### config.mk
export PLATFORM = sky130hd
export DESIGN_NAME = hazard_forward_unit
export DESIGN_NICKNAME = d
export VERILOG_FILES = /design/src/rtl/hazard_forward_unit_pkg.sv /design/src/rtl/hazard_forward_unit_fwd_match.sv /design/src/rtl/hazard_forward_unit.sv
export SDC_FILE = /design/constraint.sdc
export NUM_CORES = 1
export LEC_CHECK = 0
export ABC_CLOCK_PERIOD_IN_PS = 2700
export BUFFER_PORTS_ARGS = -buffer_cell sky130_fd_sc_hd__buf_4
export CAP_MARGIN = 10
export CORE_MARGIN = 8
export CORE_UTILIZATION = 40
export DETAILED_ROUTE_END_ITERATION = 8
export PLACE_DENSITY = 0.7
export SYNTH_ARGS = -nofsm -noshare
export SYNTH_HDL_FRONTEND = slang
export SYNTH_SLANG_ARGS = --single-unit
### constraint.sdc
create_clock -name CLK -period 2.7 [get_ports CLK]
set_input_delay 0.54 -clock CLK [delete_from_list [all_inputs] [get_ports CLK]]
set_output_delay 0.54 -clock CLK [all_outputs]
set_load 0.01 [all_outputs]
### src/rtl/hazard_forward_unit_pkg.sv
// hazard_forward_unit_pkg
// Shared cpu types for the forwarding / hazard block:
//   regbits_t    - architectural register number
//   fwd_sel_e    - 3-bit ALU operand select code
//   hit_e        - kind of writer a source register matched (none/alu/lui/load)
//   sb_entry_t   - one scoreboard entry {valid, wsel, regwen, load, lui}
//   fwd_code()   - forward select from the EX and MEM match results
package hazard_forward_unit_pkg;

  typedef logic [4:0] regbits_t;

  typedef enum logic [2:0] {
    FWD_RF         = 3'b000,
    FWD_ALU_EXMEM  = 3'b001,
    FWD_ALU_MEMWB  = 3'b010,
    FWD_UP16_EXMEM = 3'b011,
    FWD_UP16_MEMWB = 3'b100
  } fwd_sel_e;

  typedef enum logic [1:0] {
    HIT_NONE = 2'b00,
    HIT_ALU  = 2'b01,
    HIT_LUI  = 2'b10,
    HIT_LOAD = 2'b11
  } hit_e;

  typedef struct packed {
    logic     valid;
    regbits_t wsel;
    logic     regwen;
    logic     load;
    logic     lui;
  } sb_entry_t;

  localparam sb_entry_t SB_EMPTY = '{valid: 1'b0, wsel: 5'd0, regwen: 1'b0,
                                     load: 1'b0, lui: 1'b0};

  // The nearer writer (EX, landing in EX/MEM) wins over the MEM writer.
  // A load hit never reaches here at issue time because it stalls instead,
  // so it falls back to the register file.
  function automatic logic [2:0] fwd_code(input logic [1:0] ex_hit,
                                          input logic [1:0] mem_hit);
    logic [2:0] code;
    case (ex_hit)
      HIT_ALU:  code = FWD_ALU_EXMEM;
      HIT_LUI:  code = FWD_UP16_EXMEM;
      HIT_NONE: begin
        case (mem_hit)
          HIT_ALU: code = FWD_ALU_MEMWB;
          HIT_LUI: code = FWD_UP16_MEMWB;
          default: code = FWD_RF;
        endcase
      end
      default:  code = FWD_RF;
    endcase
    return code;
  endfunction

endpackage

### src/rtl/hazard_forward_unit_fwd_match.sv
// fwd_match
// Combinational compare of one source register against one scoreboard entry.
// Ports:
//   valid, wsel, regwen, load, lui  - fields of the stage entry
//   src                             - source register number
//   used                            - instruction actually reads src
//   hit                             - HIT_NONE / HIT_ALU / HIT_LUI / HIT_LOAD
module fwd_match
  import hazard_forward_unit_pkg::*;
(
  input  logic       valid,
  input  logic [4:0] wsel,
  input  logic       regwen,
  input  logic       load,
  input  logic       lui,
  input  logic [4:0] src,
  input  logic       used,
  output logic [1:0] hit
);

  // Register 0 is hard-wired zero, so a write to it never produces a match.
  always_comb begin
    hit = HIT_NONE;
    if (used && valid && regwen && (wsel == src) && (src != 5'd0)) begin
      if (load) begin
        hit = HIT_LOAD;
      end else if (lui) begin
        hit = HIT_LUI;
      end else begin
        hit = HIT_ALU;
      end
    end else begin
      hit = HIT_NONE;
    end
  end

endmodule

### src/rtl/hazard_forward_unit.sv
// hazard_forward_unit
// Tracks in-flight writers in EX and MEM, registers the EX-stage ALU operand
// select codes and detects load-use hazards that need a stall + bubble.
// Writers in WB are not tracked: the register file write-through covers them.
// Optional feature macro: HAZARD_FORWARD_EN
//   defined   - forwarding from EX/MEM and MEM/WB, stalls only on loads
//   undefined - forward codes constant 000, any EX/MEM writer match stalls
// Ports:
//   CLK, RST                     - clock, synchronous active-high reset
//   id_valid                     - ID holds a real instruction
//   rs_id, rt_id                 - ID source registers
//   uses_rs_id, uses_rt_id       - source is actually read
//   wsel_id, regwen_id           - ID destination / writes register file
//   load_id, lui_id              - ID result is a load / comes from upper16
//   flush                        - redirect, kills ID and EX
//   forwarda, forwardb           - registered ALU A/B select codes
//   stall                        - combinational front-end stall
//   stall_count                  - saturating count of stalled cycles
module hazard_forward_unit
  import hazard_forward_unit_pkg::*;
#(
  parameter int REGS       = 32,
  parameter int STALLCNT_W = 32
) (
  input  logic                      CLK,
  input  logic                      RST,
  input  logic                      id_valid,
  input  logic [$clog2(REGS)-1:0]   rs_id,
  input  logic [$clog2(REGS)-1:0]   rt_id,
  input  logic                      uses_rs_id,
  input  logic                      uses_rt_id,
  input  logic [$clog2(REGS)-1:0]   wsel_id,
  input  logic                      regwen_id,
  input  logic                      load_id,
  input  logic                      lui_id,
  input  logic                      flush,
  output logic [2:0]                forwarda,
  output logic [2:0]                forwardb,
  output logic                      stall,
  output logic [STALLCNT_W-1:0]     stall_count
);

  localparam logic [STALLCNT_W-1:0] CNT_MAX = {STALLCNT_W{1'b1}};
  localparam logic [STALLCNT_W-1:0] CNT_ONE = {{(STALLCNT_W-1){1'b0}}, 1'b1};

  sb_entry_t  ex_r;
  sb_entry_t  mem_r;
  sb_entry_t  id_entry_s;
  logic [1:0] hit_ex_rs_s;
  logic [1:0] hit_ex_rt_s;
  logic [1:0] hit_mem_rs_s;
  logic [1:0] hit_mem_rt_s;
  logic       hazard_s;
  logic       issue_s;
  logic [2:0] forwarda_r;
  logic [2:0] forwardb_r;
  logic [STALLCNT_W-1:0] stall_count_r;

  fwd_match u_match_ex_rs (
    .valid(ex_r.valid), .wsel(ex_r.wsel), .regwen(ex_r.regwen),
    .load(ex_r.load), .lui(ex_r.lui), .src(rs_id), .used(uses_rs_id),
    .hit(hit_ex_rs_s)
  );
  fwd_match u_match_ex_rt (
    .valid(ex_r.valid), .wsel(ex_r.wsel), .regwen(ex_r.regwen),
    .load(ex_r.load), .lui(ex_r.lui), .src(rt_id), .used(uses_rt_id),
    .hit(hit_ex_rt_s)
  );
  fwd_match u_match_mem_rs (
    .valid(mem_r.valid), .wsel(mem_r.wsel), .regwen(mem_r.regwen),
    .load(mem_r.load), .lui(mem_r.lui), .src(rs_id), .used(uses_rs_id),
    .hit(hit_mem_rs_s)
  );
  fwd_match u_match_mem_rt (
    .valid(mem_r.valid), .wsel(mem_r.wsel), .regwen(mem_r.regwen),
    .load(mem_r.load), .lui(mem_r.lui), .src(rt_id), .used(uses_rt_id),
    .hit(hit_mem_rt_s)
  );

  // Hazard condition: without a load-data path only loads stall; with no
  // forwarding at all every in-flight writer match has to wait for WB.
  always_comb begin
    hazard_s = 1'b0;
`ifdef HAZARD_FORWARD_EN
    hazard_s = (hit_ex_rs_s  == HIT_LOAD) || (hit_ex_rt_s  == HIT_LOAD) ||
               (hit_mem_rs_s == HIT_LOAD) || (hit_mem_rt_s == HIT_LOAD);
`else
    hazard_s = (hit_ex_rs_s  != HIT_NONE) || (hit_ex_rt_s  != HIT_NONE) ||
               (hit_mem_rs_s != HIT_NONE) || (hit_mem_rt_s != HIT_NONE);
`endif
  end

  // Stall and issue; flush and reset both override a pending stall at once.
  always_comb begin
    stall   = 1'b0;
    issue_s = 1'b0;
    if (RST || flush || !id_valid) begin
      stall   = 1'b0;
      issue_s = 1'b0;
    end else begin
      stall   = hazard_s;
      issue_s = !hazard_s;
    end
  end

  // Entry presented by ID for the EX slot.
  always_comb begin
    id_entry_s        = SB_EMPTY;
    id_entry_s.valid  = 1'b1;
    id_entry_s.wsel   = wsel_id;
    id_entry_s.regwen = regwen_id;
    id_entry_s.load   = load_id;
    id_entry_s.lui    = lui_id;
  end

  // Scoreboard shift: ID -> EX (or bubble), EX -> MEM.
  always_ff @(posedge CLK) begin
    if (RST) begin
      ex_r  <= SB_EMPTY;
      mem_r <= SB_EMPTY;
    end else begin
      mem_r <= ex_r;
      if (issue_s) begin
        ex_r <= id_entry_s;
      end else begin
        ex_r <= SB_EMPTY;
      end
    end
  end

`ifdef HAZARD_FORWARD_EN
  // Forward codes computed at issue, valid while the instruction is in EX.
  always_ff @(posedge CLK) begin
    if (RST) begin
      forwarda_r <= FWD_RF;
      forwardb_r <= FWD_RF;
    end else if (issue_s) begin
      forwarda_r <= fwd_code(hit_ex_rs_s, hit_mem_rs_s);
      forwardb_r <= fwd_code(hit_ex_rt_s, hit_mem_rt_s);
    end else begin
      forwarda_r <= FWD_RF;
      forwardb_r <= FWD_RF;
    end
  end
`else
  // Without forwarding the operands always come from the register file.
  always_ff @(posedge CLK) begin
    forwarda_r <= FWD_RF;
    forwardb_r <= FWD_RF;
  end
`endif

  // Saturating stalled-cycle counter.
  always_ff @(posedge CLK) begin
    if (RST) begin
      stall_count_r <= {STALLCNT_W{1'b0}};
    end else if (stall && (stall_count_r != CNT_MAX)) begin
      stall_count_r <= stall_count_r + CNT_ONE;
    end else begin
      stall_count_r <= stall_count_r;
    end
  end

  assign forwarda    = forwarda_r;
  assign forwardb    = forwardb_r;
  assign stall_count = stall_count_r;

endmodule
---- After elaboration in Yosys (flattened, before gate mapping) ----
Cells that the tools add are included.
cells by class
  add/sub/neg operators ................... 1
  equal/unequal tests ..................... 5
  mux-type cells .......................... 11
  bitwise gates (word level) .............. 1
  reduce and logical (&&, ||, !) cells .... 31
operators by type and width
  kind                     number
  $add A32 B1 Y32 const B  1
  $ne A32 B32 Y1 const B   1
  $eq A5 B5 Y1             4
  $logic_and A1 B1 Y1      17
  $mux W2                  8
  $reduce_bool A5 Y1       2
  $mux W9                  1
  $reduce_bool A2 Y1       4
  $logic_or A1 B1 Y1       5
  $logic_not A1 Y1         2
  $mux W1                  2
  $reduce_or A2 Y1         1
  $not A1 Y1               1
storage, ports and cells
  bits in registers ....................... 50
  output and inout port bits .............. 39

---- Logic depth before layout (Yosys ltp) ----
Gate-level depths: netlist of run 1.
  depth after elaboration ................. 13
  depth in mapped cells ................... 8

---- Hierarchy ----
Synthesis of run 1 repeated with hierarchy kept, for this count alone.
unflattened totals
  cell total of the unflattened synthesis .. 310
  area, all modules ....................... 2,667.6 um2
modules (own cells, without submodules)
  module               instances  cells each  area an instance (um2)  sequential area each (um2)
  hazard_forward_unit  1          258         2,292.2                 1,001.0
  fwd_match            4          13          93.8                    0.0

---- Worst setup path after synthesis of run 1 ----
Ideal clock, no wire load.
  kind .................................... input -> register
  start point ............................. input rt_id[2]
  end point ............................... register stall_count_r[7] (netlist: stall_count[7])
  setup time .............................. 0.123 ns
  arrival time ............................ 2.161 ns
  path slack .............................. 0.416 ns
  cell stages on the path ................. 7
  path through ............................ xor2_1 > nor4_2 > a22oi_1 > o32a_4 > buf_6 > nor4b_1 > mux2_1
on the way
  word-level cells in the longest chain between the ends .. 10
  elaborated cells between the ends (all ways) .. 16
  those cells by class .................... eq/ne (2); mux (3); reduce/logical (11)
RTL lines
  what                               RTL line                             RTL
  start: declaration                 hazard_forward_unit.sv:29            input logic [$clog2(REGS)-1:0] rt_id,
  $eq A5 B5 Y1                       hazard_forward_unit_fwd_match.sv:24  if (used && valid && regwen && (wsel == src) && (src != 5'd0)) begin
  $logic_and A1 B1 Y1 (2 in series)  hazard_forward_unit_fwd_match.sv:24
  $mux W2                            hazard_forward_unit_fwd_match.sv:24
  $reduce_bool A2 Y1                 hazard_forward_unit.sv:88            hazard_s = (hit_ex_rs_s != HIT_NONE) || (hit_ex_rt_s != HIT_NONE) ||
  $logic_or A1 B1 Y1 (2 in series)   hazard_forward_unit.sv:88
  $logic_or A1 B1 Y1 (*)             hazard_forward_unit.sv:89            (hit_mem_rs_s != HIT_NONE) || (hit_mem_rt_s != HIT_NONE);
  $mux W1 (*)                        hazard_forward_unit.sv:97            if (RST || flush || !id_valid) begin
  $logic_and A1 B1 Y1 (*)            hazard_forward_unit.sv:157           end else if (stall && (stall_count_r != CNT_MAX)) begin
  end signal: assignment             hazard_forward_unit.sv:156           stall_count_r <= {STALLCNT_W{1'b0}};
  end signal: assignment             hazard_forward_unit.sv:158           stall_count_r <= stall_count_r + CNT_ONE;
  end signal: assignment             hazard_forward_unit.sv:160           stall_count_r <= stall_count_r;
  end: declaration                   hazard_forward_unit.sv:57            logic [STALLCNT_W-1:0] stall_count_r;
Mark *: on every way between the ends. The rest lies on a longest branch, timed or not.
A chain may end at the register's enable or synchronous reset.

---- Final worst setup path of run 1 ----
  start point ............................. register stall_count_r[1] (netlist: stall_count[1])
  end point ............................... register stall_count_r[24] (netlist: stall_count[24])
on the way
  word-level cells in the longest chain between the ends .. 2
  elaborated cells between the ends (all ways) .. 3
  those cells by class .................... add/sub (1); eq/ne (1); reduce/logical (1)
RTL lines
  what
  parallel branches: the longest is 2 deep, another holds $add A32 B1 Y32
Several ways; the timed one is not identified.

==> results of run 1 <==
[logic make-up after synthesis]
logic type,count (synthesis)
AND/OR/NAND/NOR,130
AO/OA/AOI/OAI,55
flip-flops,46
buffers and inverters,24
XOR/XNOR,20
multiplexers,6
adder cells (fa/ha/maj),1
other,1
[report_power, final]
part           switching, mW  internal (mW)
registers            0.00371          0.683
clock network          0.226          0.277
logic                 0.0378         0.0355
[cell usage after synthesis (5+ instances only)]
cell type / count
a21oi_1: 22
and2_1: 6
buf_2: 5
buf_4: 6
clkbuf_1: 7
dfxtp_1: 46
mux2_2: 5
nand2_1: 14
nand3_1: 12
nand4_1: 14
nor2_1: 21
nor2b_1: 14
nor4_1: 6
o21ai_0: 10
o31ai_1: 16
or3_1: 7
or4_1: 20
xor2_1: 20
[area by class of cell]
cell class                 count  area (um2)  share of cell area [%]
clock inverter                 1       30.03                   1.001
tap                           75       93.84                   3.129
inverter                       3       11.26                  0.3755
timing repair buffer          60       475.5                   15.85
clock buffer                   7       76.32                   2.545
sequential                    46       920.9                   30.71
multi-input combinational    218        1391                   46.39
[through the flow]
step                      hold WS [ns]  std cells  utilization [%]  instance area, um2  power, mW
after floorplan                 0.4379        288                -                2454     0.7444
after global placement          0.4424        402            48.86                2893     0.7746
after detailed placement        0.4479        402            48.86                2893     0.7761
after CTS                       0.4285        410            50.66                2999      1.276
after global routing            0.4318        410            50.66                2999      1.316
final                           0.4400        410            50.66                2999      1.263
[registers in the layout, summed over array words and instances (netlist names)]
register,count
stall_count,32
ex_r,7
mem_r,7
[per-layer routing]
layer / wire, um / part of all wire [%] / vias up
met5: 0 / 0 / -
met4: 28 / 0.48 / 0
met3: 416 / 7.1 / 4
met2: 2773 / 47 / 57
met1: 2639 / 45 / 1013
li1: - / - / 1139
[worst max-delay path: stages (launching register included)]
cell,delay (ns)
dfxtp_1,0.44
ha_1,0.25
nand2_1,0.09
or3_1,0.46
nor2_1,0.25
nand2_1,0.21
or4_1,0.54
a21oi_1,0.15
[worst max-delay path by stage]
| stage | start | end | slack, ns | depth (start not counted) |
|---|---|---|---|---|
| after floorplan | rt_id[2] | stall_count[7] | 0.42 | 7 |
| after CTS | stall_count[0] | stall_count[24] | 0.27 | 7 |
| final | stall_count[1] | stall_count[24] | 0.25 | 7 |
| after detailed placement | rt_id[2] | stall_count[25] | 0.07 | 8 |
| after global placement | rt_id[4] | stall_count[25] | 0.08 | 8 |
| after global routing | stall_count[1] | stall_count[26] | 0.08 | 7 |
==> impl_metrics.toml, run 1 <==
[outcome]
outcome = "finished clean"

[route]
firstDrtPassIters = 4
vias = 2213
drc_errors = 0
first_iter_violations = 130
ant_nets = 0
viasPerCell = 5.398
totalWireLength_mm = 5.857
detail_route.wl_per_cell_um = 14.29

[die]
dieArea_um2 = 8840
start_util_pct = 41.12
io_pins = 63
die_h_um = 94.02
core-area_um2 = 5921
rows = 28
die_w_um = 94.02

[clocking]
cts_sinks = 46
clockBufferDepth = 2
post-cts-setup-buffers = 0
htree_num_levels = 2
insertion_delay_ns = 0.30
cts_tree = "done"
ctsResizeCount = 0
cts-buffers-inserted = 5
cts-hold-fix-buffers = 0
clk_pin_slew_ns = 0.08
cts_root_buffer = "clkbuf_8"

[grt]
track_usage_pct = 13.17
use_met3_pct = 4.556
antenna_found_initial = 0
busiest_layer = "met2"
use_met1_pct = 15.88
met2_usage_pct = 21.65
grt_overflow = 0
grt_max_degree = 49
grt_pass1_wl_mm = 9.494
first_global_vias = 2031

[critical_path]
worstSetupPathType = "flop to flop"
path_max_fanout = 8
crit_path_start_kind = "flop"
r2r-start = "stall_count[1]"
rr_endpoint = "stall_count[24]"
worstPathArrival_ns = 2.68
endpoint_kind = "flop"
reg2reg_depth = 7
r2r_slack_ns = 0.25
required_ns = 2.93

[timing]
setup_ws_ns = 0.2485
fin_crit_ns = 2.451
hold_violations = 0
slew_violations = 0
clock_skew_ns = 0.008745
setup_viol = 0
timing.fmax_mhz = 407.9
rsz0062_at_grt = "no"
fin_tns_setup_ns = 0
period_share_pct = 90.80

[yosys]
synth_seq_cells = 46
synth_edf_count = 0
synth_fa_ha_area_share_pct = 0.5139
synth_top_family_by_area = "simple AND/OR/NAND/NOR gates"
synthArstFlopShare_pct = 0
synthTopCellsByArea = "dfxtp_1, xor2_1, or4_1"
synth-seq-area-share_pct = 37.82
synth_compound_area_share_pct = 14.29
synthXorXnorAreaFrac_pct = 7.194
ys.flop_type = "dfxtp_1"
synth_warnings = 0
synth_area_leader_cell = "dfxtp_1"
synth-simple-area-share_pct = 31.45
synth_cells = 283
synth_mux_area_share_pct = 2.775
synth_top_area_share_pct = 37.82
syn_area_um2 = 2435
synth.distinct_cells = 39
synth_area_per_cell_um2 = 8.604

[hold_path]
whs_endpoint = "ex_r[6]"
hold_start = "wsel_id[3]"
min_path_type = "primary input to flop"
worstHoldPathCells = 2

[cells_and_area]
layout_commonest_cell = "buf_4"
fillCellCount = 587
diodes = 0
drive_gt1_share_pct = 22.69
finalNetCount = 359
layout_common_cells = "buf_4, dfxtp_1, a21oi_1"
area_delta_synth_final_pct = 23.18

[pwr]
ir_worst_vdd_mv = 0.1951
p_per_area_nw_per_um2 = 421.0
p_leak_nw = 1.114

[flow_run]
cap_violations = 0

[placed_design]
dp_hpwl_mm = 4.307
gp_congestion = 0.8544
io_buffer_count = 54
dpl_worst_slack_ns = 0.06530
No activity file was read; power rests on OpenSTA's default activity.
==> run 2: changes to the inputs <==
Settings changed: BUFFER_PORTS_ARGS -buffer_cell sky130_fd_sc_hd__buf_4 to -buffer_cell sky130_fd_sc_hd__buf_2.
==> run 2 against run 1 <==
  * First-iteration DRC count is 7.7% lower
  * Sequential power barely moved
  * Die area stayed put
  * Routed wire length up 1.2%
  * Flip-flop and latch count stayed put
  * Sequential share of layout area grew 1.3 points
  * Clock power is 2% higher
==> impl_metrics.toml, run 2 (synthesis gave the netlist of run 1 again) <==
[placed_design]
dp_hpwl_mm = 4.368
gp_congestion = 0.8387
io_buffer_count = 54
placedCellCount = 403
dpl_worst_slack_ns = 0.07319

[cells_and_area]
layout_common_cells = "buf_2, dfxtp_1, a21oi_1"
finalNonFillerCells = 411
finalNetCount = 360
area_delta_synth_final_pct = 18.04
diodes = 0
drive_gt1_share_pct = 23.51
fillCellCount = 582
largest_reg_flops = 32
layout_commonest_cell = "buf_2"

[grt]
use_met1_pct = 16.37
first_global_vias = 2154
met2_usage_pct = 22.58
grt_max_degree = 49
grt_overflow = 0
use_met3_pct = 4.157
busiest_layer = "met2"
grt_pass1_wl_mm = 9.908
antenna_found_initial = 0
track_usage_pct = 13.61

[route]
detail_route.wl_per_cell_um = 14.43
drc_errors = 0
first_iter_violations = 120
viasPerCell = 5.387
totalWireLength_mm = 5.929
ant_nets = 0
vias = 2214
firstDrtPassIters = 5

[outcome]
outcome = "finished clean"

[pwr]
ir_worst_vdd_mv = 0.2241
p_per_area_nw_per_um2 = 439.6
p_leak_nw = 1.110

[die]
io_pins = 63
rows = 28
die_w_um = 94.02
start_util_pct = 41.12
dieArea_um2 = 8840
die_h_um = 94.02
core-area_um2 = 5921

[clocking]
clockBufferDepth = 2
htree_num_levels = 2
cts-hold-fix-buffers = 0
cts_tree = "done"
cts_root_buffer = "clkbuf_8"
cts-buffers-inserted = 5
clk_pin_slew_ns = 0.08
cts_sinks = 46
ctsResizeCount = 0
post-cts-setup-buffers = 0
insertion_delay_ns = 0.31

[timing]
hold_violations = 0
timing.fmax_mhz = 415.0
clock_skew_ns = 0.01100
fin_crit_ns = 2.410
rsz0062_at_grt = "no"
hold_slack_ns = 0.4369
period_share_pct = 89.25
slew_violations = 0
setup_ws_ns = 0.2902
fin_tns_setup_ns = 0
setup_viol = 0

[flow_run]
cap_violations = 0

[critical_path]
worstSetupPathType = "flop to flop"
crit_path_start_kind = "flop"
reg2reg_depth = 7
endpoint_kind = "flop"
path_max_fanout = 8
required_ns = 2.93
worstPathArrival_ns = 2.64

[hold_path]
min_path_type = "primary input to flop"
worstHoldPathCells = 2
-- run 2: area by class of cell --
class	count	area (um2)	share of cell area, %
clock inverters	3	40.04	1.393
well taps	75	93.84	3.265
inverters	3	11.26	0.3918
clock buffers	5	68.82	2.394
multi-input cells	218	1391	48.41
flip-flops and latches	46	920.9	32.04
repair buffers	61	347.8	12.10
-- run 2: power by group --
| part | internal [mW] | total (mW) | switching, mW |
|---|---|---|---|
| clock network | 0.273 | 0.512 | 0.239 |
| registers | 0.683 | 0.687 | 0.00392 |
| logic | 0.0269 | 0.0647 | 0.0379 |
-- run 2: metrics by stage --
step	util [%]	area (um2)	power [mW]
2_1_floorplan	-	2454	0.7444
3_3_place_gp	46.70	2765	0.7653
3_5_place_dp	46.70	2765	0.7673
4_1_cts	48.54	2874	1.278
5_1_grt	48.54	2874	1.315
6_report	48.54	2874	1.263
-- run 2: layer usage --
metal | vias up | wire length (um)
li1 | 1137 | -
met1 | 1016 | 2739
met2 | 56 | 2774
met3 | 5 | 364
met4 | 0 | 51
met5 | - | 0
-- run 2: final timing paths --
path,slack (ns),to,start
setup / recovery,0.29,stall_count[26],stall_count[0]
hold / removal,0.44,ex_r[3],wsel_id[0]
setup reg to reg,0.29,stall_count[26],stall_count[0]
hold reg to reg,0.46,mem_r[8],ex_r[8]
-- run 2: worst max-delay path: stages (launching register included) --
cell and delay, ns:
dfxtp_1 0.45, ha_1 0.25, nand2_1 0.08, or3_1 0.46
nor2_1 0.24, nand2_1 0.20, or4_1 0.53, a21oi_1 0.14
==> run 3: changes to the inputs <==
==> constraint.sdc (replaced) <==
create_clock -name CLK -period 2.7 [get_ports CLK]
set_input_delay 0.135 -clock CLK [delete_from_list [all_inputs] [get_ports CLK]]
set_output_delay 0.135 -clock CLK [all_outputs]
set_load 0.01 [all_outputs]
==> run 3 against run 2 <==
  * Final area is 1.6% lower
  * Global-route usage decreased by 0.49 points
  * Critical path depth stayed put
  * Clock power fell by 16%
  * Total power down 6.7%
  * Critical endpoint unchanged
  * Largest cell class unchanged
  * Largest power group unchanged
==> impl_metrics.toml, run 3 (synthesis gave the netlist of run 1 again) <==
[timing]
hold_violations = 0
clock_skew_ns = 0.01363
fin_tns_setup_ns = 0
slew_violations = 0
period_share_pct = 89.53
rsz0062_at_grt = "no"
fin_crit_ns = 2.417
setup_viol = 0
timing.fmax_mhz = 413.7

[clocking]
htree_num_levels = 2
clk_pin_slew_ns = 0.09
cts_tree = "done"
ctsResizeCount = 0
insertion_delay_ns = 0.30
cts_sinks = 46
cts_root_buffer = "clkbuf_8"
cts-hold-fix-buffers = 0
cts-buffers-inserted = 5
post-cts-setup-buffers = 0
clockBufferDepth = 2

[hold_path]
worstHoldPathCells = 2
hold_start = "wsel_id[0]"
whs_endpoint = "ex_r[3]"
min_path_type = "primary input to flop"

[die]
io_pins = 63
die_w_um = 94.02
start_util_pct = 41.12
die_h_um = 94.02
dieArea_um2 = 8840
core-area_um2 = 5921
rows = 28

[critical_path]
r2r_slack_ns = 0.28
worstSetupPathType = "flop to flop"
worstPathArrival_ns = 2.65
required_ns = 2.93
rr_endpoint = "stall_count[26]"
reg2reg_depth = 7
path_max_fanout = 8
endpoint_kind = "flop"
r2r-start = "stall_count[0]"
crit_path_start_kind = "flop"

[cells_and_area]
largest_reg_flops = 32
finalNonFillerCells = 409
diodes = 0
layout_common_cells = "buf_2, dfxtp_1, a21oi_1"
finalNetCount = 358
drive_gt1_share_pct = 22.75
area_delta_synth_final_pct = 16.19
layout_commonest_cell = "buf_2"

[pwr]
total_power_mw = 1.179
p_per_area_nw_per_um2 = 416.7
ir_worst_vdd_mv = 0.1996
p_leak_nw = 1.086

[route]
ant_nets = 0
firstDrtPassIters = 4
totalWireLength_mm = 5.703
drc_errors = 0
first_iter_violations = 153
viasPerCell = 5.445
vias = 2227
detail_route.wl_per_cell_um = 13.94

[grt]
track_usage_pct = 13.12
grt_overflow = 0
first_global_vias = 2046
antenna_found_initial = 0
grt_pass1_wl_mm = 9.646
grt_max_degree = 58

[placed_design]
dp_hpwl_mm = 4.252
placedCellCount = 401
io_buffer_count = 54
gp_congestion = 0.8570

[outcome]
outcome = "finished clean"

[flow_run]
cap_violations = 0
run 3: cell count changes in the layout (fill, tap and decap cells not counted), sizes merged:
cell,change
clkbuf,+2
bufinv,-1
buf,-2
clkinv,-1
run 3: worst max-delay path, stage by stage, from the launching register on:
cell and delay (ns):
dfxtp_1 0.44, ha_1 0.26, nand2_1 0.09, or3_1 0.46
nor2_1 0.22, nand2_1 0.20, or4_1 0.54, a21oi_1 0.15
run 3: worst max path at each step:
stage                         startpoint         endpoint  slack [ns]
after global routing      stall_count[0]  stall_count[24]        0.10
after floorplan           stall_count[0]  stall_count[26]        0.53
after CTS                 stall_count[0]  stall_count[24]        0.27
final                     stall_count[0]  stall_count[26]        0.28
after global placement           ex_r[5]  stall_count[18]        0.34
after detailed placement         ex_r[5]  stall_count[18]        0.30
run 3: metal layers:
metal / global-route usage (%) / wire [um]
met5: 0 / 0
met4: 4.227 / 73
met3: 4.077 / 369
met2: 20.25 / 2561
met1: 16.92 / 2699
run 3: power by group:
part | internal [mW] | total (mW) | switching [mW]
clock | 0.207 | 0.428 | 0.221
combinational | 0.0269 | 0.0648 | 0.0379
sequential | 0.683 | 0.686 | 0.00369
total | 0.916 | 1.18 | 0.263
run 3: stage by stage:
step	worst slack (ns)	utilization (%)	hold WS, ns	cell area, um2
6_report	0.2826	47.78	0.03489	2829
5_1_grt	0.1006	47.78	0.03204	2829
4_1_cts	0.2734	47.78	0.02839	2829
3_5_place_dp	0.2950	46.24	0.3379	2738
3_3_place_gp	0.3401	46.24	0.3337	2738
2_1_floorplan	0.5269	-	0.2567	2454
run 3: area by class of cell:
type | count | area, um2
Clock buffer | 7 | 86.33
Clock inverter | 1 | 5.005
Fill cell | 594 | 3092
Inverter | 3 | 11.26
Multi-Input combinational cell | 218 | 1391
Sequential cell | 46 | 920.9
Tap cell | 75 | 93.84
Timing Repair Buffer | 59 | 320.3
